[src/rtl/ibuf_drain_sched.sv]
// ibuf_drain_sched
//   Drain scheduler for the internal rx buffer (ibuf). Compares the writer's
//   committed pointer against the local consumer pointer, checks host credits,
//   issues one chunked DMA read (ibuf -> host) at a time, and releases ibuf
//   space back to the writer when the read completes. Also owns hst_rdy, the
//   gate that lets the ibuf writer start accepting frames.
//
// Ports
//   clk, rst        clock; synchronous active-high reset
//   hst_en          host driver enabled (level)
//   hst_rdy         ibuf writer may start accepting frames
//   activity        writer wrote ibuf this cycle
//   committed_prod  writer's committed pointer (BW+1 bits, wrap bit on top)
//   committed_cons  qwords released back to the writer (BW+1 bits)
//   cred_add        pulse: host returned one receive buffer
//   credits         current host credit count (saturates at 255)
//   dma_req         request valid, held until dma_ack
//   dma_addr        ibuf start qword address of the request
//   dma_qw          qword count of the request, 1..CHUNK_QW
//   dma_ack         request accepted (only honoured while dma_req=1)
//   dma_done        pulse: accepted request fully read (only honoured in XFER)
module ibuf_drain_sched #(
    parameter int unsigned BW       = 10,
    parameter int unsigned CHUNK_QW = 32,
    parameter int unsigned IDLE_TMO = 64
) (
    input  logic          clk,
    input  logic          rst,
    input  logic          hst_en,
    output logic          hst_rdy,
    input  logic          activity,
    input  logic [BW:0]   committed_prod,
    output logic [BW:0]   committed_cons,
    input  logic          cred_add,
    output logic [7:0]    credits,
    output logic          dma_req,
    output logic [BW-1:0] dma_addr,
    output logic [BW:0]   dma_qw,
    input  logic          dma_ack,
    input  logic          dma_done
);

    localparam int unsigned  IW    = $clog2(IDLE_TMO + 1);
    localparam logic [BW:0]  DEPTH = {1'b1, {BW{1'b0}}};
    localparam logic [BW:0]  CHUNK = (BW+1)'(CHUNK_QW);
    localparam logic [IW-1:0] TMO  = IW'(IDLE_TMO);

    typedef enum logic [2:0] {
        S_IDLE,
        S_ARM,
        S_WAIT,
        S_REQ,
        S_XFER
    } state_t;

    state_t        state;
    logic [IW-1:0] idle_cnt;

    logic [BW:0]   pending;
    logic [BW:0]   room;
    logic [BW:0]   len;
    logic          eligible;
    logic          dispatch;

    // Request sizing: never more than a chunk, never past the ibuf end.
    // A short request goes out only when it is forced by the ibuf end or the
    // writer has gone quiet for IDLE_TMO cycles.
    always_comb begin
        pending = committed_prod - committed_cons;
        room    = DEPTH - {1'b0, committed_cons[BW-1:0]};
        len     = pending;
        if (CHUNK < len) len = CHUNK;
        if (room < len)  len = room;
        eligible = hst_en && (credits != '0) && (pending != '0) &&
                   ((len == CHUNK) || (len == room) || (idle_cnt == TMO));
        dispatch = (state == S_WAIT) && eligible;
    end

    always_ff @(posedge clk) begin
        if (rst) begin
            state          <= S_IDLE;
            idle_cnt       <= '0;
            hst_rdy        <= 1'b0;
            committed_cons <= '0;
            credits        <= '0;
            dma_req        <= 1'b0;
            dma_addr       <= '0;
            dma_qw         <= '0;
        end else begin
            if (activity || dispatch)
                idle_cnt <= '0;
            else if (idle_cnt != TMO)
                idle_cnt <= idle_cnt + IW'(1);

            // A returned credit on the dispatch cycle cancels the one consumed.
            if (dispatch) begin
                if (!cred_add)
                    credits <= credits - 8'd1;
            end else if (cred_add && (credits != 8'hFF)) begin
                credits <= credits + 8'd1;
            end

            case (state)
                S_IDLE: begin
                    hst_rdy <= 1'b0;
                    if (hst_en)
                        state <= S_ARM;
                end
                S_ARM: begin
                    hst_rdy <= 1'b1;
                    state   <= S_WAIT;
                end
                S_WAIT: begin
                    if (!hst_en) begin
                        hst_rdy <= 1'b0;
                        state   <= S_IDLE;
                    end else if (eligible) begin
                        dma_req  <= 1'b1;
                        dma_addr <= committed_cons[BW-1:0];
                        dma_qw   <= len;
                        state    <= S_REQ;
                    end
                end
                S_REQ: begin
                    if (!hst_en)
                        hst_rdy <= 1'b0;
                    if (dma_ack) begin
                        dma_req <= 1'b0;
                        state   <= S_XFER;
                    end
                end
                S_XFER: begin
                    if (!hst_en)
                        hst_rdy <= 1'b0;
                    // hst_rdy doubles as the "host dropped mid-flight" flag:
                    // once cleared, the completion returns to IDLE.
                    if (dma_done) begin
                        committed_cons <= committed_cons + dma_qw;
                        state          <= (hst_en && hst_rdy) ? S_WAIT : S_IDLE;
                    end
                end
                default: state <= S_IDLE;
            endcase
        end
    end

endmodule

[config.mk]
export PLATFORM = sky130hd
export DESIGN_NAME = ibuf_drain_sched
export DESIGN_NICKNAME = d
export VERILOG_FILES = /design/src/rtl/ibuf_drain_sched.sv
export SDC_FILE = /design/constraint.sdc
export NUM_CORES = 1
export LEC_CHECK = 0
export ABC_AREA = 1
export CAP_MARGIN = 20
export CORE_MARGIN = 5
export CORE_UTILIZATION = 35
export DETAILED_ROUTE_END_ITERATION = 10
export HOLD_SLACK_MARGIN = 0.15
export PLACE_DENSITY = 0.54
export SYNTH_ARGS = -nofsm -noshare
export SYNTH_HDL_FRONTEND = slang
export SYNTH_SLANG_ARGS = --single-unit
export TNS_END_PERCENT = 30
[constraint.sdc]
create_clock -name clk -period 8.41 [get_ports clk]
set_clock_uncertainty 0.05 [all_clocks]
set_input_delay 2.523 -clock clk [delete_from_list [all_inputs] [get_ports clk]]
set_output_delay 2.523 -clock clk [all_outputs]
set_load 0.05 [all_outputs]
==> qor.tcl <==
set qor(run_status) {finished, final reports clean}
set qor(period_share) 0.936
set qor(post_synth_mux_area_share) 0
set qor(min_delay_path_depth) 2
set qor(dpl.cell_count) 811
set qor(layout-area-overhead-vs-synth_pct) 23.8
set qor(fp-row-count) 39
set qor(power.switching_uw) 369
set qor(critical_path.max_fanout) 27
set qor(timing.fmax_ghz) 0.127
set qor(synth_top_area_frac) 0.254
set qor(hold_path.class) {register to register}
set qor(p_int_uw) 566
set qor(initial_utilization) 0.357
set qor(critical_path.endpoint_type) {register}
set qor(reg2reg_setup_slack_ns) 2.71
set qor(core_area_mm2) 0.0115
set qor(timing.critical_path.from) {committed_prod[0]}
set qor(worstPathRequired_ns) 8.54
set qor(globalplace.congestion) 0.889
set qor(setup_repair_after_global_routing_missed_its_margin) {false}
set qor(timing.setup.tns_ns) 0
set qor(worst_hold_path.endpoint) {dma_req}
set qor(final_max_slew_viol_count) 0
set qor(die_y_um) 118
set qor(fraction_of_power_consumed_by_sequential_logic) 0.320
set qor(path_common_cell) {nand2_1}
set qor(syn_area_mm2) 0.00410
set qor(portBuffers) 59
set qor(synth.ff_latch_count) 52
set qor(postRouteWirelength_mm) 11.2
set qor(firstDrtPassIters) 4
set qor(rr_startpoint) {committed_cons[7]}
set qor(layout.cells.non_filler) 823
set qor(detail_route.drc_violations) 0
set qor(boundaryPins) 60
set qor(combinational_family_with_the_most_area_after_synthesis) {simple AND/OR/NAND/NOR gates}
set qor(setup.worst_path.class) {primary input to register}
set qor(irDropWorstVdd_uv) 102
set qor(power_density_mw_per_mm2) 184
set qor(tightest_slew_ns) 0.787
set qor(cts-hold-fix-buffers) 0
set qor(grt_residual_overflow) 0
set qor(yosys.area_share.simple) 0.288
set qor(slew_headroom) 0.475
set qor(synth_seq_area_share) 0.254
set qor(share_clk_of_total_power) 0.266
set qor(cts_buffer_depth) 2
set qor(detailedRoute.firstIterationViolations) 216
set qor(die_area_mm2) 0.0140
set qor(critical_path.reg2reg.endpoint) {credits[7]}
set qor(ys_warn_count) 0
set qor(first_pass_grt_wire_length_mm) 18.7
set qor(grt_max_degree) 28
set qor(number_of_hold_slack_violations_in_the_final_timing_report) 0
set qor(ys_top_cells_by_area) {dfxtp_1 25%, nand2_1 12%, ha_1 12%, inv_1 8.9%, a21oi_1 7.3%}
set qor(antenna_found_initial) 0
set qor(wire_per_inst_um) 13.6
set qor(cts_max_level) 2
set qor(critical_path.slowest_cell) {clkdlybuf4s50_1}
set qor(comb_power_share) 0.414
set qor(synth_compound_area_frac) 0.163
set qor(layout_cell_share_with_drive_strength_beyond_1) 0.0676
set qor(postRouteAntennaNets) 0
set qor(cts_num_sinks) 52
set qor(global_router_s_overall_resource_usage) 0.160
set qor(dp_hpwl_mm) 8.94
set qor(antennaDiodeCount) 0
set qor(setup_viol_count_final) 0
set qor(tritoncts) {built}
set qor(synth.distinct_cells) 41
set qor(sw_frac_of_total) 0.395
set qor(worst_setup_hold_path_clk_slew_ns) 0.06
set qor(root_buffer) {clkbuf_16}
set qor(drv_cap) 0
set qor(route.vias.total) 4034
set qor(synth-xor-area-share) 0.0556
set qor(cp.arrival_ns) 8.01
set qor(crit_path_max_incr_delay_ns) 0.45
set qor(cts_buffers) 5
set qor(die_x_um) 118
set qor(worst_setup_path_start_kind) {primary input}
set qor(syn-mean-instance-area_um2) 6.71
set qor(routed_via_density) 4.90
set qor(yosys.area.top_type) {dfxtp_1}
set qor(minimum_clock_period_ns) 7.87
set qor(postSynthCellCount) 611
set qor(nets) 739
set qor(power.static_leakage_uw) 0.00244
set qor(post_synth_fa_ha_maj_area_fraction) 0.134
set qor(report.power.total_uw) 934
set qor(first_global_vias) 3928
set qor(min-delay-start) {dma_req}
set qor(worstSkewPairLatency_ns) 0.29
set qor(ff2ff_path_depth) 37
[registers in the layout, indices dropped and copies added (netlist names)]
signal	cells
hst_rdy	1
state	3
credits	8
dma_req	1
committed_cons	11
dma_addr	10
idle_cnt	7
dma_qw	11
[logic make-up (layout without fill, tap and decap cells)]
kind of cell	count (synthesis)	count (layout)
AO/OA/AOI/OAI	119	119
buffers and inverters	109	174
XOR/XNOR	26	26
other	1	5
AND/OR/NAND/NOR	262	262
adder cells (fa/ha/maj)	42	42
flip-flops	52	52
[synth_stat cells]
cell type  number
nand2_1       131
inv_1          97
a21oi_1        60
dfxtp_1        52
nor2_1         52
ha_1           39
nand3_1        39
o21ai_0        21
xor2_1         19
o21ai_1        15
a21oi_2         9
nand4_1         9
nor3_1          7
xnor2_1         7
clkbuf_1        5
nand2_4         5
a211oi_1        3
and2_1          3
fa_1            3
nand2_2         3
nand3_2         3
nor4_1          3
o21bai_1        3
buf_6           2
inv_2           2
nor2_2          2
o22ai_1         2
or2_2           2
a21boi_1        1
a311o_1         1
a31oi_1         1
buf_2           1
buf_4           1
conb_1          1
inv_4           1
nand3_4         1
nand3b_1        1
nand4_2         1
o211a_1         1
o21a_1          1
o41ai_1         1
[worst max-delay path, delay by kind of cell]
| kind | cells | cell delay (ns) |
|---|---|---|
| simple gates | 24 | 2.41 |
| fa+ha+maj | 4 | 1.20 |
| compound gates | 3 | 0.46 |
| buf+inv | 7 | 1.27 |
| xor+xnor | 1 | 0.15 |
[through the flow]
stage | instance area, um^2 | utilization | hold slack, ns | worst slack, ns
2_1_floorplan | 4110 | - | 0.421 | 0.969
3_3_place_gp | 4850 | 0.423 | 0.414 | 0.310
3_5_place_dp | 4850 | 0.423 | 0.424 | 0.0889
4_1_cts | 5030 | 0.439 | 0.434 | 0.383
5_1_grt | 5070 | 0.442 | 0.463 | 0.0347
6_report | 5070 | 0.442 | 0.429 | 0.539
[repair_timing]
item	CTS	global route
endpoints found under the hold margin	0	0
resized for setup	0	2
endpoints found under the setup margin	0	1
setup buffers	0	4
[placed cells by master, fill, tap and decap left out, types with 9 or more instances in the layout]
cell and instances:
a21oi_1 60, a21oi_2 9, clkdlybuf4s50_1 59, dfxtp_1 52, ha_1 39, inv_1 97, nand2_1 131, nand3_1 39
nand4_1 9, nor2_1 51, o21ai_0 21, o21ai_1 15, xor2_1 19
[worst max-delay path by stage]
stage / endpoint / slack (ns) / depth (start not counted)
after floorplan: credits[7] / 0.97 / 39
after global placement: credits[7] / 0.31 / 39
after detailed placement: credits[7] / 0.09 / 39
after CTS: credits[7] / 0.38 / 39
after global routing: credits[7] / 0.03 / 40
final: credits[7] / 0.54 / 39
[area by class of cell]
| cell class | count | area [um^2] |
|---|---|---|
| Fill cell | 1165 | 6400 |
| Tap cell | 143 | 179 |
| Inverter | 100 | 378 |
| Clock inverter | 1 | 30.0 |
| Sequential cell | 52 | 1040 |
| Multi-Input combinational cell | 454 | 2650 |
| Timing Repair Buffer | 66 | 643 |
| Clock buffer | 7 | 153 |
[metal layers]
| metal | global-route usage | share of wire | vias up |
|---|---|---|---|
| met5 | 0 | 0 | - |
| met4 | 0.0430 | 0.0094 | 0 |
| met3 | 0.0277 | 0.049 | 8 |
| met2 | 0.261 | 0.46 | 77 |
| met1 | 0.217 | 0.48 | 1835 |
| li1 | - | - | 2114 |
[power groups by stage]
| stage | clock [uW] | combinational [uW] | sequential, uW |
|---|---|---|---|
| after global placement | 0 | 378 | 304 |
| final | 248 | 387 | 299 |
| after CTS | 254 | 383 | 299 |
| after detailed placement | 0 | 381 | 304 |
| after floorplan | 0 | 216 | 367 |
| after global routing | 266 | 430 | 304 |
No activity file was read; power rests on OpenSTA's default activity.
